## src/rtl/score_counter.sv

```systemverilog
// Cascaded multi-digit up/down counter with parallel load, wrap/saturate
// overflow handling and a high-score register captured on clear.
module score_counter #(
  parameter int DIGITS    = 4,
  parameter int DIGIT_W   = 4,
  parameter int DIGIT_MAX = 9,
  parameter int SATURATE  = 0
) (
  input  logic                       i_clk,
  input  logic                       i_rst,
  input  logic                       i_clr,
  input  logic                       i_load,
  input  logic [DIGITS*DIGIT_W-1:0]  i_load_val,
  input  logic                       i_inc,
  input  logic                       i_dec,
  output logic [DIGITS*DIGIT_W-1:0]  o_val,
  output logic [DIGITS*DIGIT_W-1:0]  o_hi,
  output logic                       o_carry,
  output logic                       o_borrow,
  output logic                       o_max,
  output logic                       o_zero
);

  localparam int W = DIGITS * DIGIT_W;
  localparam logic [DIGIT_W-1:0] DMAX = DIGIT_MAX[DIGIT_W-1:0];
  localparam logic [DIGIT_W-1:0] ONE  = DIGIT_W'(1);
  localparam bit WRAP = (SATURATE == 0);

  logic [W-1:0]       val_q;
  logic [W-1:0]       hi_q;
  logic               carry_q;
  logic               borrow_q;

  logic [DIGIT_W-1:0] digit    [DIGITS];
  logic [DIGIT_W-1:0] ld_digit [DIGITS];
  logic [W-1:0]       inc_val;
  logic [W-1:0]       dec_val;
  logic [W-1:0]       load_clamped;
  logic               all_max;
  logic               all_zero;
  logic               run_max;
  logic               run_zero;

  for (genvar g = 0; g < DIGITS; g++) begin : g_split
    assign digit[g]    = val_q[g*DIGIT_W +: DIGIT_W];
    assign ld_digit[g] = i_load_val[g*DIGIT_W +: DIGIT_W];
  end

  // A digit moves only while every lower digit sits at its terminal value,
  // so the whole ripple settles within one combinational pass.
  always_comb begin
    inc_val      = val_q;
    dec_val      = val_q;
    load_clamped = '0;
    run_max      = 1'b1;
    run_zero     = 1'b1;
    for (int k = 0; k < DIGITS; k++) begin
      if (run_max)
        inc_val[k*DIGIT_W +: DIGIT_W] = (digit[k] == DMAX) ? '0 : digit[k] + ONE;
      if (run_zero)
        dec_val[k*DIGIT_W +: DIGIT_W] = (digit[k] == '0) ? DMAX : digit[k] - ONE;
      run_max  = run_max  & (digit[k] == DMAX);
      run_zero = run_zero & (digit[k] == '0);
      load_clamped[k*DIGIT_W +: DIGIT_W] = (ld_digit[k] > DMAX) ? DMAX : ld_digit[k];
    end
    all_max  = run_max;
    all_zero = run_zero;
  end

  // Digits never exceed DMAX, so a plain unsigned compare of the packed
  // vector is the same as a digit-major numeric compare.
  always_ff @(posedge i_clk) begin
    if (i_rst) begin
      val_q    <= '0;
      hi_q     <= '0;
      carry_q  <= 1'b0;
      borrow_q <= 1'b0;
    end else begin
      carry_q  <= 1'b0;
      borrow_q <= 1'b0;
      if (i_clr) begin
        if (val_q > hi_q)
          hi_q <= val_q;
        val_q <= '0;
      end else if (i_load) begin
        val_q <= load_clamped;
      end else if (i_inc && !i_dec) begin
        if (!all_max || WRAP)
          val_q <= inc_val;
        carry_q <= all_max && WRAP;
      end else if (i_dec && !i_inc) begin
        if (!all_zero || WRAP)
          val_q <= dec_val;
        borrow_q <= all_zero && WRAP;
      end
    end
  end

  assign o_val    = val_q;
  assign o_hi     = hi_q;
  assign o_carry  = carry_q;
  assign o_borrow = borrow_q;
  assign o_max    = all_max;
  assign o_zero   = (val_q == '0);

endmodule
```

## config.mk

```make
export PLATFORM = sky130hd
export DESIGN_NAME = score_counter
export DESIGN_NICKNAME = d
export VERILOG_FILES = /design/src/rtl/score_counter.sv
export SDC_FILE = /design/constraint.sdc
export NUM_CORES = 1
export LEC_CHECK = 0
export CAP_MARGIN = 30
export CORE_UTILIZATION = 48
export DETAILED_ROUTE_END_ITERATION = 6
export GPL_ROUTABILITY_DRIVEN = 0
export PLACE_DENSITY = 0.85
export SYNTH_ARGS = -nofsm -noshare
export SYNTH_HDL_FRONTEND = slang
export SYNTH_SLANG_ARGS = --single-unit
```

## constraint.sdc

```tcl
create_clock -name i_clk -period 3.65 [get_ports i_clk]
set_input_delay 0.73 -clock i_clk [delete_from_list [all_inputs] [get_ports i_clk]]
set_output_delay 0.73 -clock i_clk [all_outputs]
set_load 0.02 [all_outputs]
```

Yosys cells after proc, flatten, opt, wreduce, memory -nomap -nowiden:

Cells that the tools add are included.

* flip-flop bits (word level): 34
* input bits: 22

* add/subtract/negate cells: 8
* order comparisons: 5
* equal/unequal tests: 7
* muxes and demuxes: 21
* bitwise gates (word level): 8
* reduce and logical (&&, ||, !) cells: 20

Operators by type and width (count)
* 4-bit 2-to-1 mux: 18
* 16-bit 2-to-1 mux: 3
* 4-bit by 1-bit adder with 4-bit output (second input constant): 4
* 4-bit equality test (second input constant): 4
* 16-bit > comparator: 1
* 4-bit > comparator (second input constant): 4
* 16-bit zero test: 1
* 4-bit zero test: 4
* 4-bit by 1-bit subtractor with 4-bit output (second input constant): 4
* 3-bit nonzero test: 4
* 3-bit != test (second input constant): 3
* 3-bit AND reduction: 3
* 1-bit AND: 6
* 5-bit OR reduction: 1
* 4-bit OR reduction: 1
* 1-bit logical AND: 2
* 1-bit zero test: 2
* 1-bit inverter: 2
* 2-bit AND reduction: 1
* 2-bit OR reduction: 1

Longest topological paths before layout:

* word-level depth: 7
* mapped depth: 9

Least setup slack after synthesis:

Ideal clock, no wire load.

* path type: reg2out
* from: register val_q[11], in the netlist o_val[11]
* to: output o_zero
* arrival: 1.848 ns
* slack: 1.072 ns
* stages on the path, launching flop included: 5
* path buffers: 1
* path through: dfxtp_1 buf_4 nor4_1 nand2_1 nor4_1

* word-level cells in the longest chain between the ends: 1

RTL lines
* start: declaration: line 29 `logic [W-1:0] val_q;`
* start signal: assignment: line 86 `val_q <= load_clamped;`
* start signal: assignment: line 89 `val_q <= inc_val;`
* start signal: assignment: line 93 `val_q <= dec_val;`
* 16-bit zero test: line 104 `assign o_zero = (val_q == '0);`
* end: declaration: line 21 `output logic o_zero`

Every way passes these cells.

Worst setup path in the final report:

* from: register val_q[8], in the netlist o_val[8]
* to: output o_max

* word-level cells in the longest chain between the ends: 3

RTL lines
* 4-bit equality test: line 62 `run_max = run_max & (digit[k] == DMAX);`
* 1-bit AND (2 in a row): line 62
* end: declaration: line 20 `output logic o_max,`

Every way passes these cells.

==> flow_summary.yaml <==
critical_path:
  reg2reg_depth: 7
  cp_slowest_cell: "dfxtp_1"
  cp-end-kind: "output port"
  critical_path_class: "flip-flop to output port"
  critPathLaunchType: "flip-flop"
  cp.arrival_ps: 2520
  path_delay_family: "simple AND/OR/NAND/NOR gates"
  worstPathCellList: "or4bb_1, nor4_4, and4b_1, clkdlybuf4s50_1"
  critPathMaxStageDelay_ps: 650
  required_ps: 2920
  crit_fanout: 17
  crit_cells: 4
  timing.critical_path.buf_inv: 1
cells_and_area:
  stdcell_area_mm2: 0.003241
  syn2layout_area_growth_pct: 27.59
  most-common-layout-cells: "clkdlybuf4s50_1 (57), dfxtp_1 (34), nand2_1 (27)"
  n_antenna_cell: 0
  final_cell_count_no_fill: 441
  final_common_cell: "clkdlybuf4s50_1"
  drive_above_1_share_pct: 6.739
  fin_nets: 410
sta:
  rsz0062_at_grt: "false"
  final.setup.tns_ps: 0
  fin_skew_ps: 3.972
  max_slew_margin_pct: 51.94
  period_share_pct: 89.13
  drv_slew: 0
  period_needed_ps: 3253
  final_hold_viol_count: 0
  fmax_ghz: 0.3074
  setup_viol: 0
  worst_slew_pin_slew_ps: 721.0
clock_network:
  cts_buffers: 5
  root_buffer: "clkbuf_8"
  clkSinkCount: 34
  cts_resized: 0
  ctsHoldBuffers: 0
  clk_pin_slew_ps: 70
  clockBufferDepth: 2
  cts_tree: "built"
  htree_levels: 2
  worstSkewPairLatency_ps: 290
  post-cts-setup-buffers: 0
logic_synthesis:
  async_flop_share_pct: 0
  synth_edf_count: 0
  syn-cell-area_mm2: 0.002540
  synthCells: 324
  synth_area_per_cell_um2: 7.839
  yosysWarningCount: 0
  syn_nets: 362
  seq_area_frac_synth_pct: 26.80
  ys_types: 54
  synth-main-ff-cell: "dfxtp_1"
  ys_ff_latch: 34
floorplanning:
  num_rows: 26
  dieArea_mm2: 0.005586
  die_w_um: 74.74
  initial_core_util_pct: 49.73
  io_pins: 58
  fp.coreArea_mm2: 0.005107
  die_h_um: 74.74
grt:
  antenna_found_initial: 0
  grt_pass1_wl_um: 11480
  gr-total-overflow: 0
  grt_usage_pct: 26.88
  grt_pass1_vias: 2477
  grt_max_degree: 18
route:
  antenna_left: 0
  wirelength_um: 6981
  dr.pass1.iters: 6
  drtIter0Drc: 265
  wl_per_cell_um: 15.83
  vias: 2704
  remaining_drc_errors: 0
  vias_per_cell: 6.132
placed_design:
  port-buffer-count: 57
  dp_cells: 435
  dp_hpwl_um: 4997
  postPlaceCellArea_mm2: 0.003158
run_status:
  status: "finished clean"
power:
  vdd_ir_drop_max_mv: 0.1584
  power.leakage_nw: 1.155
  power.density_mw_per_mm2: 316.4
run:
  cap_violations: 0
worst_hold_path:
  worst_hold_path_type: "flip-flop to flip-flop"
  min_path_cells: 1
-- worst reg2reg max path, delay by kind of cell, from the launching register on --
kind,cells,cell delay (ps)
fa+ha+maj,1,360
buf+inv,1,220
compound gates,2,870
flops,1,610
simple gates,3,770
-- metal layers --
metal / part of all wire [%] / GRT usage [%]
met4: 2.2 / 13.21
met3: 7.1 / 4.685
met2: 48 / 43.94
met5: 0 / 0
met1: 42 / 34.18
-- sequential cells by signal, indices dropped and copies added, names as in the netlist --
signal and cells:
o_hi 16, o_carry 1, o_val 16, o_borrow 1
-- final timing paths --
kind / startpoint / to / slack, ps
max: o_val[8] / o_max / 400
max reg2reg: o_val[0] / o_hi[8] / 760
min: o_hi[2] / o_hi[2] / 510
min reg2reg: o_hi[2] / o_hi[2] / 510
-- cell families (layout without fill, tap and decap cells) --
family / after synthesis / in the layout / synth area share, %
simple gates: 111 / 111 / 25.27
compound gates: 102 / 102 / 27.83
buf+inv: 51 / 98 / 8.670
flops: 34 / 34 / 26.80
fa+ha+maj: 16 / 16 / 7.882
xor+xnor: 8 / 8 / 2.759
mux: 2 / 2 / 0.7882
-- Yosys cell counts, drive strengths merged, types with 2 or more instances --
library cell / instances / area (um2)
dfxtp: 34 / 680.7
nand2: 27 / 101.4
inv: 22 / 82.58
o21ai: 22 / 110.1
nor2: 21 / 78.83
clkbuf: 19 / 71.32
a21oi: 18 / 90.09
ha: 16 / 200.2
a22o: 15 / 131.4
a31oi: 10 / 62.56
buf: 10 / 66.30
nand3: 9 / 45.04
nand4: 8 / 50.05
nand4b: 7 / 61.31
nor2b: 7 / 43.79
nor4: 7 / 73.82
xnor2: 6 / 52.55
a21boi: 5 / 37.54
nor3: 5 / 25.02
o211ai: 5 / 37.54
a211oi: 4 / 30.03
a221oi: 4 / 41.29
or3: 4 / 25.02
nand2b: 3 / 18.77
nor4bb: 3 / 30.03
o21a: 3 / 22.52
o32ai: 3 / 26.28
a211o: 2 / 17.52
and4b: 2 / 20.02
mux2i: 2 / 20.02
nor4b: 2 / 17.52
o22ai: 2 / 12.51
or4: 2 / 18.77
xor2: 2 / 17.52
-- area by class of cell --
cell class                      count  area (um2)
Fill cell                         470        1867
Multi-Input combinational cell    239        1639
Sequential cell                    34       680.7
Timing Repair Buffer               70       668.1
Tap cell                           70       87.58
Clock buffer                        6       82.58
Inverter                           22       82.58
-- stage by stage --
stage          hold slack [ps]  worst slack [ps]  power, mW  util [%]
5_1_grt                  536.3             263.0      1.079     63.45
3_3_place_gp             481.7             756.6     0.7379     61.83
3_5_place_dp             491.9             719.2     0.7465     61.83
6_report                 505.4             396.6      1.025     63.45
4_1_cts                  509.4             400.5      1.024     63.45
2_1_floorplan            545.5              1072     0.6275         -
-- where the power goes --
part | switching (mW) | leakage [nW] | internal (mW)
combinational | 0.187 | 0.836 | 0.145
clock | 0.135 | 0.0431 | 0.145
sequential | 0.0254 | 0.276 | 0.387
(Power assumes the default switching activity.)
